===== config.mk =====
export PLATFORM = sky130hd
export DESIGN_NAME = regfile_sb_flat
export DESIGN_NICKNAME = d
export VERILOG_FILES = /design/src/rtl/regfile_sb_if.sv /design/src/rtl/regfile_sb.sv /design/src/flat_wrapper.sv
export SDC_FILE = /design/constraint.sdc
export NUM_CORES = 2
export LEC_CHECK = 0
export CORE_ASPECT_RATIO = 1.4
export CORE_MARGIN = 1.5
export CORE_UTILIZATION = 29
export DETAILED_ROUTE_END_ITERATION = 6
export GPL_ROUTABILITY_DRIVEN = 0
export PLACE_DENSITY = 0.47
export SYNTH_ARGS = -nofsm -noshare
export SYNTH_HDL_FRONTEND = slang
export SYNTH_SLANG_ARGS = --single-unit
export TNS_END_PERCENT = 30

===== constraint.sdc =====
create_clock -name clk -period 14.5 [get_ports clk]
set_clock_uncertainty 0.15 [all_clocks]
set_input_delay 3.625 -clock clk [delete_from_list [all_inputs] [get_ports clk]]
set_output_delay 3.625 -clock clk [all_outputs]
set_load 0.01 [all_outputs]

===== src/rtl/regfile_sb_if.sv =====
// Register-file port bundle: two writeback ports, NRP read ports, scoreboard set, busy count.
// master drives the writes, reads and scoreboard set; slave is the register file.
interface regfile_sb_if #(
  parameter int DW   = 32,
  parameter int NREG = 32,
  parameter int AW   = $clog2(NREG),
  parameter int NRP  = 2,
  parameter int CW   = $clog2(NREG + 1)
);
  logic              we0;
  logic [AW-1:0]     waddr0;
  logic [DW-1:0]     wdata0;
  logic              we1;
  logic [AW-1:0]     waddr1;
  logic [DW-1:0]     wdata1;
  logic [NRP-1:0]    re;
  logic [NRP*AW-1:0] raddr;
  logic [NRP*DW-1:0] rdata;
  logic [NRP-1:0]    rbusy;
  logic              sb_set;
  logic [AW-1:0]     sb_addr;
  logic [CW-1:0]     busy_cnt;

  modport master (
    output we0, waddr0, wdata0, we1, waddr1, wdata1, re, raddr, sb_set, sb_addr,
    input  rdata, rbusy, busy_cnt
  );

  modport slave (
    input  we0, waddr0, wdata0, we1, waddr1, wdata1, re, raddr, sb_set, sb_addr,
    output rdata, rbusy, busy_cnt
  );
endinterface


===== src/rtl/regfile_sb.sv =====
// Two-write / NRP-read register file with same-cycle write bypass and a pending-write scoreboard.
// Reads are combinational, writes and busy bits land on the next edge; no backpressure, every input sampled each cycle.
module regfile_sb #(
  parameter int DW     = 32,
  parameter int NREG   = 32,
  parameter int AW     = $clog2(NREG),
  parameter int NRP    = 2,
  parameter int R0ZERO = 1
) (
  input  logic         clk,
  input  logic         rst,
  regfile_sb_if.slave  rf
);
  localparam int CW = $clog2(NREG + 1);
  localparam bit R0 = (R0ZERO != 0);

  logic [DW-1:0]   regs [NREG];
  logic [NREG-1:0] busy_q;
  logic [NREG-1:0] busy_nxt;
  logic [CW-1:0]   cnt_q;
  logic [CW-1:0]   cnt_nxt;
  logic            wr0;
  logic            wr1;

  assign wr0 = rf.we0 && !(R0 && rf.waddr0 == '0);
  assign wr1 = rf.we1 && !(R0 && rf.waddr1 == '0);

  // Clears go in first so a same-cycle sb_set to that register supersedes them.
  always_comb begin
    busy_nxt = busy_q;
    if (rf.we0) busy_nxt[rf.waddr0] = 1'b0;
    if (rf.we1) busy_nxt[rf.waddr1] = 1'b0;
    if (rf.sb_set && !(R0 && rf.sb_addr == '0)) busy_nxt[rf.sb_addr] = 1'b1;
    cnt_nxt = '0;
    for (int i = 0; i < NREG; i++) cnt_nxt = cnt_nxt + CW'(busy_nxt[i]);
  end

  always_ff @(posedge clk) begin
    if (rst) begin
      for (int i = 0; i < NREG; i++) regs[i] <= '0;
      busy_q <= '0;
      cnt_q  <= '0;
    end else begin
      if (wr0) regs[rf.waddr0] <= rf.wdata0;
      // Port 1 (load return) is written last so it wins an address collision.
      if (wr1) regs[rf.waddr1] <= rf.wdata1;
      busy_q <= busy_nxt;
      cnt_q  <= cnt_nxt;
    end
  end

  assign rf.busy_cnt = cnt_q;

  always_comb begin
    logic [AW-1:0] a;
    a        = '0;
    rf.rdata = '0;
    rf.rbusy = '0;
    for (int k = 0; k < NRP; k++) begin
      a = rf.raddr[k*AW +: AW];
      if (rst || !rf.re[k]) begin
        rf.rdata[k*DW +: DW] = '0;
      end else if (R0 && a == '0) begin
        rf.rdata[k*DW +: DW] = '0;
      end else if (rf.we1 && rf.waddr1 == a) begin
        rf.rdata[k*DW +: DW] = rf.wdata1;
      end else if (rf.we0 && rf.waddr0 == a) begin
        rf.rdata[k*DW +: DW] = rf.wdata0;
      end else begin
        rf.rdata[k*DW +: DW] = regs[a];
        rf.rbusy[k]          = busy_q[a];
      end
    end
  end
endmodule


===== src/flat_wrapper.sv =====
// flat-port wrapper written by rule: the top's interface ports become plain ports
module regfile_sb_flat 
#(
  parameter int DW     = 32,
  parameter int NREG   = 32,
  parameter int AW     = $clog2(NREG),
  parameter int NRP    = 2,
  parameter int R0ZERO = 1
)
  (clk, rst, rf_we0, rf_waddr0, rf_wdata0, rf_we1, rf_waddr1, rf_wdata1, rf_re, rf_raddr, rf_sb_set, rf_sb_addr, rf_rdata, rf_rbusy, rf_busy_cnt);
  regfile_sb_if #(.DW(DW), .NREG(NREG), .NRP(NRP), .AW(AW)) rf_i ();
  input  logic clk;
  input  logic rst;
  input wire logic [$bits(rf_i.we0)-1:0] rf_we0;
  input wire logic [$bits(rf_i.waddr0)-1:0] rf_waddr0;
  input wire logic [$bits(rf_i.wdata0)-1:0] rf_wdata0;
  input wire logic [$bits(rf_i.we1)-1:0] rf_we1;
  input wire logic [$bits(rf_i.waddr1)-1:0] rf_waddr1;
  input wire logic [$bits(rf_i.wdata1)-1:0] rf_wdata1;
  input wire logic [$bits(rf_i.re)-1:0] rf_re;
  input wire logic [$bits(rf_i.raddr)-1:0] rf_raddr;
  input wire logic [$bits(rf_i.sb_set)-1:0] rf_sb_set;
  input wire logic [$bits(rf_i.sb_addr)-1:0] rf_sb_addr;
  output wire logic [$bits(rf_i.rdata)-1:0] rf_rdata;
  output wire logic [$bits(rf_i.rbusy)-1:0] rf_rbusy;
  output wire logic [$bits(rf_i.busy_cnt)-1:0] rf_busy_cnt;
  assign rf_i.we0 = rf_we0;
  assign rf_i.waddr0 = rf_waddr0;
  assign rf_i.wdata0 = rf_wdata0;
  assign rf_i.we1 = rf_we1;
  assign rf_i.waddr1 = rf_waddr1;
  assign rf_i.wdata1 = rf_wdata1;
  assign rf_i.re = rf_re;
  assign rf_i.raddr = rf_raddr;
  assign rf_i.sb_set = rf_sb_set;
  assign rf_i.sb_addr = rf_sb_addr;
  assign rf_rdata = rf_i.rdata;
  assign rf_rbusy = rf_i.rbusy;
  assign rf_busy_cnt = rf_i.busy_cnt;
  regfile_sb #(.DW(DW), .NREG(NREG), .AW(AW), .NRP(NRP), .R0ZERO(R0ZERO)) u_core (.clk(clk), .rst(rst), .rf(rf_i));
endmodule

# Word level (Yosys, flattened, before mapping)
# Memories as Yosys holds them, arrays and structs flattened.
# Cells that the tools add are included.
totals:
  ff_bits: 38
  latch_bits: 0
  mem_bits_rw: 1024
  rom_bits: 0
  out_inout_bits: 72
  n_memories: 1
mem_list:
  columns: ["name", "depth", "word_bits", "read_ports", "rd_clocked_by_memory_dff", "write_ports", "line_no", "source"]
  rows:
  - ["u_core.regs", 32, 32, 2, 0, 32, "regfile_sb.sv:17", "logic [DW-1:0] regs [NREG];"]
op_classes:
  n_addsub: 31
  multipliers: 0
  div_mod_pow: 0
  order_cmp: 8
  eq_ne: 4
  n_shift: 0
  muxes: 43
  bitwise_logic: 5
  reduce_logical: 24
op_table:
  columns: ["op", "n"]
  rows:
  - ["two-way mux 32 bit", 13]
  - ["adder 6 x 1 -> 6 bit", 30]
  - ["AND 32 bit", 2]
  - ["NOT 32 bit", 2]
  - ["OR reduction 32 bit", 2]
  - ["OR 32 bit", 1]
  - ["< comparator 5 x 6 -> 1 bit, second input constant", 5]
  - ["logical NOT 5 bit", 5]
  - ["two-way mux 1 bit", 23]
  - ["== test 5 bit", 4]
  - ["demux 1 bit (select 5 bit)", 3]
  - [">= comparator 5 x 1 -> 1 bit, second input constant", 3]
  - ["binary-select mux 1 bit (select 5 bit)", 2]
  - ["logical AND 1 bit", 10]
  - ["two-way mux 5 bit", 2]
  - ["logical NOT 1 bit", 5]
  - ["adder 1 x 1 -> 2 bit", 1]
  - ["logical OR 1 bit", 2]

# Logic depth before layout (Yosys ltp)
depth:
  ltp_word: 42
  depth_mapped: 22
  depth_no_buf: 20

# Least setup slack after synthesis
# Ideal clock, no wire load.
synth_timing:
  path_type: "input to register"
  startpoint: "input rf_waddr0[0]"
  endpoint: "register u_core.cnt_q[4], in the netlist u_core.rf.busy_cnt[4]"
  setup_ns: 0.126
  arrival_ns: 9.008
  t_required_ns: 14.224
  path_slack_ns: 5.216
  path_stages: 22
  path_buffers: 2
  path_cell_list: "clkbuf_1 > nor2b_1 > and2_0 > clkbuf_1 > a22oi_1 > a22o_1 > fa_1 > inv_1 > fa_1 > fa_1 > inv_1 > fa_1 > inv_1 > fa_1 > fa_1 > fa_1 > fa_1 > inv_1 > a21o_1 > a21oi_1 > xor2_1 > nor2_1"
synth_between:
  word_cells_on_any_way: 43
  cone_classes: "add/sub (31); order compare (2); mux (5); bitwise (4); reduce/logical (1)"
synth_lines:
  columns: ["item", "line_no", "source"]
  rows:
  - ["start: declaration", "flat_wrapper.sv:15", "input wire logic [$bits(rf_i.waddr0)-1:0] rf_waddr0;"]
  - ["< comparator 5 x 6 -> 1 bit (not written as such) or >= comparator 5 x 1 -> 1 bit (tied branches)", "regfile_sb.sv:31", "if (rf.we0) busy_nxt[rf.waddr0] = 1'b0;"]
  - ["logical AND 1 bit (not written as such)", "regfile_sb.sv:31", null]
  - ["two-way mux 1 bit (not written as such)", "regfile_sb.sv:31", null]
  - ["demux 1 bit (select 5 bit) *", null, null]
  - ["NOT 32 bit (no source line) *", null, null]
  - ["AND 32 bit (no source line) *", null, null]
  - ["two-way mux 32 bit *", "regfile_sb.sv:31", null]
  - ["AND 32 bit (no source line)", null, null]
  - ["two-way mux 32 bit *", "regfile_sb.sv:32", "if (rf.we1) busy_nxt[rf.waddr1] = 1'b0;"]
  - ["OR 32 bit (no source line)", null, null]
  - ["two-way mux 32 bit *", "regfile_sb.sv:33", "if (rf.sb_set && !(R0 && rf.sb_addr == '0)) busy_nxt[rf.sb_addr] = 1'b1;"]
  - ["net u_core.busy_nxt[18]", "regfile_sb.sv:19", "logic [NREG-1:0] busy_nxt;"]
  - ["adder 6 x 1 -> 6 bit * (14 in series)", "regfile_sb.sv:35", "for (int i = 0; i < NREG; i++) cnt_nxt = cnt_nxt + CW'(busy_nxt[i]);"]
  - ["end signal: assignment", "regfile_sb.sv:48", "cnt_q <= cnt_nxt;"]
  - ["end: declaration", "regfile_sb.sv:20", "logic [CW-1:0] cnt_q;"]
# The timed path passes the listed nets; every way through them passes the cells marked *.
# A chain may end at the register's enable or synchronous reset.

# Worst setup path in the final report
layout_timing:
  startpoint: "input rf_raddr[9]"
  endpoint: "output rf_rdata[59]"
layout_between:
  elab_chain_cells: 6
  word_cells_on_any_way: 10
  cone_classes: "eq/ne (2); mux (4); reduce/logical (3); memory (1)"
layout_lines:
  columns: ["item", "line_no", "source"]
  rows:
  - ["start: declaration", "flat_wrapper.sv:21", "input wire logic [$bits(rf_i.raddr)-1:0] rf_raddr;"]
  - ["parallel branches: the longest is 4 deep, another holds memory (32 x 32 bit)", null, null]
  - ["two-way mux 32 bit *", "regfile_sb.sv:63", "end else if (R0 && a == '0) begin"]
  - ["two-way mux 32 bit *", "regfile_sb.sv:61", "if (rst || !rf.re[k]) begin"]
  - ["end: declaration", "flat_wrapper.sv:24", "output wire logic [$bits(rf_i.rdata)-1:0] rf_rdata;"]
# Every way passes the cells marked *.

==> results.cfg <==
[run_status]
status = finished, final reports clean

[global_routing]
first_global_vias = 54800
grt_max_degree = 120
grt_pass1_wl_microns = 444000
antenna_found_initial = 12
overflow = 0
track_usage = 0.271

[placed_design]
post-place-ws_ns = 2.64
hpwl_microns = 189000
post_dp_cell_area_sq_um = 70900
portBuffers = 167

[finish]
drive_gt1_frac = 0.0854
fin_area_sq_um = 74500
layout.nets = 6544
area_growth_pct = 11.8

[synth]
synthCells = 6701
netlist.area_leader.share = 0.462
netlist_area_sq_um = 66600
yosys_warnings = 0
ys_types = 70
yosysTopAreaCell = edfxtp_1
syn_avg_cell_area_sq_um = 9.94
synth-seq-cells = 1062
seq_area_frac_synth = 0.473
async_reset_ff_frac = 0
synth-edff-count = 1024
synthTopCellsByArea = edfxtp_1 (46%), mux2i_1 (16%), nand2_1 (8.7%)
synth-main-ff-cell = edfxtp_1

[clock_network]
cts.sinks = 1062
cts.reportedPaths.clkPinSlew_ns = 0.07
cts_setup_buffers = 0
clockBufferDepth = 3
clock_latency_ns = 0.81
holdBufCountCts = 0
cts_tree = built
cts_buffers = 115
post_cts_resized = 0
htreeDepth = 3
cts_root_buf = clkbuf_16

[worst_setup_path]
path_max_fanout = 13
slowest_delay_ns = 1.23
cp_top_family = buffers and inverters
critPathCaptureType = output port
cp.buffers_inverters = 4
worst_ep_arrival_time_ns = 8.16
critPathSlowestCell = nor4b_4
path_cells = clkdlybuf4s50_1 > nor4b_4 > buf_4 > buf_4 > a22oi_1 > nand4_1 > nor4_1 > a221o_1 > clkdlybuf4s50_1
startpoint_type = input pin
critical_path_class = in2out
cp.required_ns = 10.72

[timing]
max_slew_margin = 0.0510
fmax_mhz = 83.8
tightest_slew_ns = 1.42
fin_ws_ns = 2.56
slew_violations = 0
tns_ns = 0
hold_ws_ns = 0.432
setup_viol = 0
finalHoldViolCount = 0
period_minus_slack_ns = 11.94
rsz0062_at_grt = false
final_min_period_over_clock_period = 0.823

[detailed_routing]
num_vias = 56900
post_drt_wl_per_cell_microns = 34.2
drc = 0
postRouteAntennaNets = 0
via_per_inst = 5.97
first_pass_iters = 6
wirelength_microns = 327000
drtIter0Drc = 7383

[floorplanning]
ios = 168
fp-row-count = 207
initial_core_util = 0.292
coreArea_sq_um = 228000
die_y_microns = 570
die_x_microns = 408
design.die.area_sq_um = 233000

[min_path]
hold_path_class = reg2reg

[power_and_ir_drop]
p_total_mw = 7.62
peakVddDrop_v = 0.000106
p_leak_nw = 25.5
power.density_nw_per_um2 = 102

[job]
maxCapViolCount = 0
## registers in the layout, indices dropped and copies added, names as in the netlist
register,flops
u_core.regs,1024
u_core.busy_q,32
u_core.rf.busy_cnt,6
## layer usage
metal / up-vias / global-route usage / routed length, microns
li1: 24100 / - / -
met1: 28300 / 0.339 / 128000
met2: 3500 / 0.434 / 148000
met3: 992 / 0.0540 / 29700
met4: 2 / 0.158 / 21400
met5: - / 0 / 13
## power by group
group,total [mW],internal (mW),switching (mW)
combinational,1.04,0.326,0.718
sequential,3.64,3.55,0.0940
clock,2.94,1.58,1.36
## Yosys cell counts, drive strengths merged, types with 10 or more instances
cell type and number:
nand2 1551, mux2i 1034, edfxtp 1024, o21ai 773
a22oi 563, buf 427, clkbuf 423, a22o 235
nand4 131, nor2 102, nor4 69, a221o 64
dfxtp 38, or3 30, fa 24, inv 23
nor2b 21, nor3b 13, xnor2 13, nand3 12
and4b 10, mux4 10, nor3 10, xor2 10
## tightest hold or removal path: stages, from the launching register on
cell and delay, ns:
dfxtp_1 0.35, a22oi_1 0.11, nor2_1 0.09
## metrics by stage
step / cells / utilization
after floorplan: 6732 / -
after global placement: 9328 / 0.311
after detailed placement: 9328 / 0.311
after CTS: 9539 / 0.327
after global routing: 9541 / 0.327
final: 9543 / 0.327
## final cells by class
class                           instances  area (sq um)
Clock inverter                         63           512
Sequential cell                      1062         31500
Inverter                               23          86.3
Multi-Input combinational cell       4797         31900
Fill cell                           22700        153000
Antenna cell                            3          7.51
Clock buffer                          148          3000
Timing Repair Buffer                  417          3620
Tap cell                             3030          3790
## path summary, 6_finish.rpt
kind | startpoint | to | slack (ns) | depth (start not counted)
setup / recovery | rf_raddr[9] | rf_rdata[59] | 2.56 | 9
hold / removal | u_core.busy_q[6] | u_core.busy_q[6] | 0.43 | 2
setup reg to reg | u_core.busy_q[0] | u_core.rf.busy_cnt[4] | 8.90 | 17
hold reg to reg | u_core.busy_q[6] | u_core.busy_q[6] | 0.43 | 2
## logic make-up after synthesis
family          share of synthesized area
other cells                     0.0000563
mux                                 0.159
flops                               0.473
xor+xnor                          0.00314
buf+inv                            0.0589
simple gates                        0.133
compound gates                      0.164
fa+ha+maj                         0.00872
## cells in the final DEF, fill, tap and decap left out, types with 7 or more instances in the layout
master | Yosys | final
a221o_1 | 64 | 64
a22o_1 | 235 | 235
a22oi_1 | 563 | 563
and3b_1 | 8 | 8
and4b_2 | 0 | 7
buf_4 | 47 | 245
bufinv_16 | 0 | 7
clkbuf_1 | 410 | 33
clkbuf_16 | 0 | 116
clkdlybuf4s50_1 | 0 | 161
clkinv_1 | 0 | 28
clkinv_2 | 0 | 20
conb_1 | 1 | 32
dfxtp_1 | 38 | 38
edfxtp_1 | 1024 | 1024
fa_1 | 24 | 24
ha_1 | 8 | 8
inv_1 | 23 | 23
mux2i_1 | 1034 | 1034
mux4_2 | 8 | 8
nand2_1 | 1551 | 1551
nand3_1 | 11 | 11
nand3b_1 | 8 | 8
nand4_1 | 131 | 131
nor2_1 | 100 | 46
nor2_4 | 0 | 56
nor2b_1 | 21 | 21
nor3b_1 | 9 | 8
nor4_1 | 66 | 66
nor4b_4 | 8 | 8
o21ai_0 | 581 | 581
o21ai_1 | 190 | 190
or3_2 | 0 | 20
or3_4 | 0 | 8
xnor2_1 | 12 | 12
xor2_1 | 10 | 10
(Power assumes the default switching activity.)
